`src/rtl/hazard_control_unit.sv`:
```
// hazard_control_unit: load-use / RAW stall and redirect flush control
// for the 5-stage pipeline, with saturating stall and flush statistics.
module hazard_control_unit #(
    parameter int REG_W        = 5,
    parameter int LOAD_LATENCY = 1,
    parameter int FLUSH_DEPTH  = 3,
    parameter int FORWARD_EN   = 1,
    parameter int CNT_W        = 16
) (
    input  logic                   CLK,
    input  logic                   RST,
    input  logic [REG_W-1:0]       fd_rs1,
    input  logic [REG_W-1:0]       fd_rs2,
    input  logic                   fd_rs1_used,
    input  logic                   fd_rs2_used,
    input  logic                   ex_valid,
    input  logic                   ex_memRead,
    input  logic                   ex_regWrite,
    input  logic [REG_W-1:0]       ex_rd,
    input  logic                   mem_regWrite,
    input  logic [REG_W-1:0]       mem_rd,
    input  logic                   branch_taken,
    input  logic                   jump,
    input  logic                   ihit,
    input  logic                   dhit,
    input  logic                   dmem_req,
    input  logic                   perf_clr,
    output logic                   stall_all,
    output logic                   freeze,
    output logic                   bubble,
    output logic [FLUSH_DEPTH-1:0] flush,
    output logic                   busy,
    output logic [CNT_W-1:0]       stall_cycles,
    output logic [CNT_W-1:0]       flush_count
);

    typedef enum logic {RUN, LU_STALL} state_t;

    state_t                 r_state;
    logic [2:0]             r_lu_cnt;
    logic                   r_pending;
    logic [CNT_W-1:0]       r_stall_cnt;
    logic [CNT_W-1:0]       r_flush_cnt;

    logic                   w_stall;
    logic                   w_m_ex;
    logic                   w_m_mem;
    logic                   w_lu;
    logic                   w_raw;
    logic                   w_ex_redir;
    logic                   w_freeze;
    logic                   w_bubble;
    logic [FLUSH_DEPTH-1:0] w_flush;

    // x0 is hard-wired zero, so a zero destination never creates a hazard
    assign w_m_ex  = (ex_rd != '0) &
                     ((fd_rs1_used & (fd_rs1 == ex_rd)) |
                      (fd_rs2_used & (fd_rs2 == ex_rd)));
    assign w_m_mem = (mem_rd != '0) &
                     ((fd_rs1_used & (fd_rs1 == mem_rd)) |
                      (fd_rs2_used & (fd_rs2 == mem_rd)));

    assign w_lu       = ex_valid & ex_memRead & ex_regWrite & w_m_ex;
    assign w_raw      = (FORWARD_EN == 0) &
                        ((ex_valid & ex_regWrite & w_m_ex) |
                         (mem_regWrite & w_m_mem));
    assign w_ex_redir = ex_valid & (branch_taken | jump);
    assign w_stall    = ~RST & (~ihit | (dmem_req & ~dhit));

    // Mealy pipeline controls; all quiet during reset and memory wait
    always_comb begin
        w_freeze = 1'b0;
        w_bubble = 1'b0;
        w_flush  = '0;
        if (!RST && !w_stall) begin
            case (r_state)
                RUN: begin
                    if (w_ex_redir || r_pending) begin
                        w_flush = '1;
                    end else if (w_lu || w_raw) begin
                        w_freeze = 1'b1;
                        w_bubble = 1'b1;
                    end
                end
                LU_STALL: begin
                    if (r_pending) begin
                        w_flush = '1;
                    end else begin
                        w_freeze = 1'b1;
                        w_bubble = 1'b1;
                    end
                end
                default: ;
            endcase
        end
    end

    // State, bubble counter, pending redirect and statistics
    always_ff @(posedge CLK) begin
        if (RST) begin
            r_state     <= RUN;
            r_lu_cnt    <= 3'd0;
            r_pending   <= 1'b0;
            r_stall_cnt <= '0;
            r_flush_cnt <= '0;
        end else begin
            if (perf_clr) begin
                r_stall_cnt <= '0;
                r_flush_cnt <= '0;
            end else begin
                if ((w_freeze || w_stall) && !(&r_stall_cnt))
                    r_stall_cnt <= r_stall_cnt + 1'b1;
                if ((|w_flush) && !(&r_flush_cnt))
                    r_flush_cnt <= r_flush_cnt + 1'b1;
            end
            if (w_stall) begin
                if (w_ex_redir)
                    r_pending <= 1'b1;
            end else begin
                case (r_state)
                    RUN: begin
                        if (w_ex_redir || r_pending) begin
                            r_pending <= 1'b0;
                        end else if (w_lu && (LOAD_LATENCY > 1)) begin
                            r_state  <= LU_STALL;
                            r_lu_cnt <= 3'(LOAD_LATENCY - 1);
                        end
                    end
                    LU_STALL: begin
                        if (r_pending) begin
                            r_pending <= 1'b0;
                            r_state   <= RUN;
                            r_lu_cnt  <= 3'd0;
                        end else begin
                            r_lu_cnt <= r_lu_cnt - 3'd1;
                            if (r_lu_cnt == 3'd1)
                                r_state <= RUN;
                        end
                    end
                    default: r_state <= RUN;
                endcase
            end
        end
    end

    assign stall_all    = w_stall;
    assign freeze       = w_freeze;
    assign bubble       = w_bubble;
    assign flush        = w_flush;
    assign busy         = ~RST & ((r_state != RUN) | r_pending |
                                  (w_stall & w_ex_redir));
    assign stall_cycles = RST ? '0 : r_stall_cnt;
    assign flush_count  = RST ? '0 : r_flush_cnt;

endmodule

```
`config.mk`:
```
export PLATFORM = sky130hd
export DESIGN_NAME = hazard_control_unit
export DESIGN_NICKNAME = d
export VERILOG_FILES = /design/src/rtl/hazard_control_unit.sv
export SDC_FILE = /design/constraint.sdc
export NUM_CORES = 1
export LEC_CHECK = 0
export ABC_AREA = 1
export CORE_MARGIN = 8
export CORE_UTILIZATION = 60
export CTS_BUF_LIST = sky130_fd_sc_hd__clkbuf_8
export DETAILED_ROUTE_END_ITERATION = 16
export DONT_BUFFER_PORTS = 1
export PLACE_DENSITY = 0.76
export SYNTH_ARGS = -nofsm -noshare
export SYNTH_HDL_FRONTEND = slang
export SYNTH_SLANG_ARGS = --single-unit
```
`constraint.sdc`:
```
create_clock -name CLK -period 1.7 [get_ports CLK]
set_input_delay 0.34 -clock CLK [delete_from_list [all_inputs] [get_ports CLK]]
set_output_delay 0.34 -clock CLK [all_outputs]
set_load 0.05 [all_outputs]
```
# ---- Yosys cells after proc, flatten, opt, wreduce, memory -nomap -nowiden
# Cells that the tools add are included.
dict set report word_totals {
  register_bits 37
  latchBits 0
  mem_bits_rw 0
  romBits 0
  input_bits 34
  out_inout_bits 39
  wordCells 69
  mem_count 0
}
dict set report op_classes {
  add_sub_neg 3
  n_mul 0
  div 0
  magnitude_cmp 0
  n_eq_ne 5
  shift 0
  mux 19
  bitwise_logic 21
  n_reduce_logical 16
}
# cell count
set ops {}
lappend ops {{adder 16 x 1 -> 16 bit, second input constant} 2}
lappend ops {{2-to-1 mux 16 bit} 2}
lappend ops {{AND reduction 16 bit} 2}
lappend ops {{2-to-1 mux 3 bit} 4}
lappend ops {{AND 1 bit} 11}
lappend ops {{== test 5 bit} 2}
lappend ops {{2-to-1 mux 1 bit} 10}
lappend ops {{one-hot mux 3 bit (2 select lines)} 1}
lappend ops {{inverter 1 bit} 5}
lappend ops {{bitwise OR 1 bit} 5}
lappend ops {{nonzero test 5 bit} 1}
lappend ops {{logical NOT 1 bit} 4}
lappend ops {{one-hot mux 1 bit (2 select lines)} 2}
lappend ops {{AND reduction 2 bit} 2}
lappend ops {{== test 3 x 1 -> 1 bit, second input constant} 1}
lappend ops {{logical AND 1 bit} 3}
lappend ops {{!= test 3 bit, second input constant} 1}
lappend ops {{OR reduction 3 bit} 1}
lappend ops {{subtractor 3 x 1 -> 3 bit, second input constant} 1}
lappend ops {{logical OR 1 bit} 2}
lappend ops {{!= test 2 x 1 -> 1 bit, second input constant} 1}
lappend ops {{OR reduction 2 bit} 1}

# ---- Longest topological paths before layout
dict set report logic_depth {
  depth_word 11
  depth_mapped 14
  ltp_nobuf 13
}

# ---- Worst setup path before layout
# Ideal clock, no wire load.
dict set report synth_path {
  path_type {input -> output}
  startpoint {input port dhit}
  endpoint {output port busy}
  t_arrival_ns 2.232
  t_required_ns 1.360
  path_slack_ns -0.872
  cell_stages 7
  n_path_buf 0
  cell_sequence {inv_1 > nand2_1 > nand2_1 > inv_1 > nor2_1 > nand2_1 > a31oi_1}
}
dict set report synth_via {
  elab_chain_len 7
}
# item line_no
set synth_rtl {}
lappend synth_rtl {{start, declared} 25} ;# input logic dhit,
lappend synth_rtl {{inverter 1 bit} 68} ;# assign w_stall = ~RST & (~ihit | (dmem_req & ~dhit));
lappend synth_rtl {{AND 1 bit} 68}
lappend synth_rtl {{bitwise OR 1 bit} 68}
lappend synth_rtl {{AND 1 bit} 68}
lappend synth_rtl {{via stall_all} 28} ;# output logic stall_all,
lappend synth_rtl {{AND 1 bit} 151} ;# (w_stall & w_ex_redir));
lappend synth_rtl {{bitwise OR 1 bit} 150} ;# assign busy = ~RST & ((r_state != RUN) | r_pending |
lappend synth_rtl {{AND 1 bit} 150}
lappend synth_rtl {{end, declared} 32} ;# output logic busy,
# The timed path passes the listed nets, and every way through them passes these cells.

# ---- Worst setup path after layout
dict set report layout_path {
  startpoint {register r_flush_cnt[1]}
  endpoint {register r_flush_cnt[15]}
}
dict set report layout_via {
  elab_chain_len 3
  elab_cells_between_ends 4
  classes_between {add/sub (1); reduce/logical (3)}
}
# item line_no
set layout_rtl {}
lappend layout_rtl {{start, declared} 43} ;# logic [CNT_W-1:0] r_flush_cnt;
lappend layout_rtl {{start signal, assigned} 114} ;# r_flush_cnt <= r_flush_cnt + 1'b1;
lappend layout_rtl {{parallel branches: the longest is 3 deep, another holds adder 16 x 1 -> 16 bit} -}
# Parallel ways; which one is timed is not known.
# A chain may end at the register's enable or synchronous reset.

==> flow_summary_export.csv <==
group,metric,value,unit
grt,grt_pass1_wl,11240,um
placement,placedInstanceArea,3114,sq um
final_layout,area_growth,33.54,%
timing,max_freq,574.5,MHz
placement,dp_hpwl,5069,um
final_layout,final_area,3422,sq um
power_and_ir_drop,switching_share,25.99,%
routing,viasPerCell,5.485,
logic_synthesis,synth_seq_area_share,28.91,%
timing,rsz0062_at_grt,"true",
critical_path,cp.arrival,1940,ps
logic_synthesis,synth_warnings,0,
logic_synthesis,syn_area,2562,sq um
power_and_ir_drop,pwr-share-comb,12.2,%
logic_synthesis,synthCells,415,
clock_tree,cts_buffers,5,
critical_path,cpLargestDelayFamily,"simple AND/OR/NAND/NOR gates",
clock_tree,clkLatencyLatePin,290,ps
clock_tree,clockBufferDepth,2,
floorplan,io_pins,73,
final_layout,final_nets,508,
power_and_ir_drop,p_sw,0.0004434,W
job,max_cap_violations,0,
power_and_ir_drop,internal-power,0.001263,W
power_and_ir_drop,seq_power_share,51.2,%
final_layout,layout-drive-gt1-share,30.64,%
clock_tree,cts-hold-fix-buffers,0,
placement,gp_congestion,0.9302,
timing,holdWs,122.6,ps
power_and_ir_drop,vdd_drop_max,382.3,uV
timing,worstMarginPinSlew,869.5,ps
timing,setup_slack,-40.78,ps
grt,track_usage,20.70,%
routing,drt_iter0_drc,188,
clock_tree,htreeDepth,2,
routing,drtPass1Iterations,5,
timing,setup_viol,3,
timing,max-slew-margin-rel,41.97,%
timing,hold_viol,0,
critical_path,crit_type,"reg2reg",
routing,drt_wl_total,7321,um
power_and_ir_drop,powerDensity,498.5,nW/um^2
timing,final_max_slew_viol_count,0,
clock_tree,cts_tree,"yes",
timing,period_needed,1741,ps
logic_synthesis,synth_fp_nets,453,
critical_path,start_kind,"flop",
logic_synthesis,synth.avg_cell_area,6.175,sq um
floorplan,die_x,81.35,um
critical_path,end_kind,"flop",
logic_synthesis,yosysUniqueCellTypes,27,
floorplan,core,4058,sq um
critical_path,critPathSlowestCell,"dfxtp_4",
critical_path,cpPeakStageDelay,370,ps
critical_path,crit_fanout,5,
floorplan,fp-row-count,23,
floorplan,dieArea,6618,sq um
grt,grt_pass1_vias,2603,
routing,via_count,2852,
routing,wl_per_cell,14.08,um
clock_tree,cts-root-buf,"clkbuf_8",
timing,clock_skew,3.833,ps
critical_path,cp_num_buf_inv,1,
grt,grt_overflow_total,0,
floorplan,start_util,63.15,%
power_and_ir_drop,p_leak,1.442,nW
grt,grt_max_degree,42,
timing,min_period_over_period,102.4,%
power_and_ir_drop,clkPwrFrac,36.6,%
final_layout,final_cell_mix,"nand2_1 (95), inv_1 (62), buf_4 (52)",
placement,io_buffer_count,0,
outcome,outcome,"complete, but fails checks",
critical_path,crit_chain,"ha_4 -> nand2_4 -> nor3_4 -> nand2_2 -> nor3_4 -> nand2_2 -> nand2_4 -> buf_6 -> nand2_1 -> a21oi_1",
routing,postRouteAntennaNets,0,
critical_path,critPathRequiredTime,1900,ps
floorplan,die_h,81.35,um
grt,antenna_found_initial,0,
outcome,violations,"setup timing",
logic_synthesis,ys_ff_latch,37,
worst_hold_path,min-delay-path-class,"in2reg",
clock_tree,clkSlewWorstSetupHoldPaths,70,ps
routing,remaining_drc_errors,0,
final_layout,final_common_cell,"nand2_1",
final_layout,diodes,0,
clock_tree,cts.sinks,37,
cells by family after synthesis:
kind of cell    after synthesis  synth area share (%)
flops                        37                 28.91
simple gates                234                 41.11
compound gates               42                 8.496
buf+inv                      79                 13.04
fa+ha+maj                     4                 1.953
xor+xnor                     19                 6.494
sequential cells by signal, indices dropped and copies added, names as in the netlist:
register     count
r_pending        1
r_lu_cnt         3
r_flush_cnt     16
r_stall_cnt     16
r_state          1
power by group through the flow:
stage	combinational (W)	sequential (W)	clock [W]
6_report	0.000208	0.000874	0.000625
5_1_grt	0.000225	0.000873	0.000674
4_1_cts	0.000197	0.000874	0.000636
3_5_place_dp	0.000186	0.000895	0
3_3_place_gp	0.000182	0.000894	0
2_1_floorplan	0.000156	0.000894	0
final timing paths:
kind	from	end	slack, ps	cells past startpoint
setup reg to reg	r_flush_cnt[1]	r_flush_cnt[15]	-40	10
hold / removal	RST	r_lu_cnt[1]	120	1
hold reg to reg	r_lu_cnt[1]	r_lu_cnt[1]	470	2
setup / recovery	r_flush_cnt[1]	r_flush_cnt[15]	-40	10
per-layer routing:
layer  global-route usage [%]  vias to the layer above  routed length, um  part of all wire, %
met4                    5.536                        0                116                  1.6
met1                    24.60                     1297               3056                   42
met2                    36.36                      135               3533                   48
li1                         -                     1406                  -                    -
met5                        0                        -                  0                    0
met3                    4.636                       14                614                  8.4
repair_timing:
item	in CTS	in global routing
pin swaps	2	12
gates resized for setup	8	30
setup buffers	6	5
setup endpoints to repair	7	36
layout make-up:
| cell class | instances | area (sq um) |
|---|---|---|
| Tap cell | 50 | 62.56 |
| Clock buffer | 6 | 82.58 |
| Multi-Input combinational cell | 299 | 1713 |
| Fill cell | 281 | 635.6 |
| Sequential cell | 37 | 753.2 |
| Timing Repair Buffer | 62 | 549.3 |
| Clock inverter | 1 | 3.754 |
| Inverter | 65 | 257.7 |
Yosys cell counts:
cell,n,share of area [%]
inv_2,1,0.15
o21ai_0,5,0.98
a211oi_1,2,0.59
xor2_1,19,6.5
nand2_1,98,14
nor2_1,63,9.2
a21oi_1,31,6.1
nor3_1,12,2.3
nand4_1,4,0.98
nand2_2,5,1.2
nor4_1,3,0.73
and3_1,2,0.49
nor3_2,2,0.78
dfxtp_1,37,29
nor4_4,1,0.83
a31oi_1,2,0.49
o21ai_1,2,0.39
inv_1,64,9.4
buf_4,4,1.2
buf_6,3,1.3
nand3_1,37,7.2
nor3_4,2,1.3
clkbuf_1,7,1.0
ha_1,4,2.0
nand2_4,1,0.44
nand4_2,1,0.49
nor2_2,3,0.73
per-stage QoR:
step	setup TNS, ps	instances	setup slack (ps)	util [%]	power [W]
2_1_floorplan	-3724	415	-219.5	-	0.001049
3_5_place_dp	-47.42	502	-29.78	76.75	0.001080
6_report	-64.58	520	-40.78	84.34	0.001706
3_3_place_gp	0	502	58.67	76.75	0.001076
4_1_cts	0	515	3.773	80.64	0.001706
5_1_grt	-727.1	520	-129.3	84.34	0.001772
(Power assumes the default switching activity.)
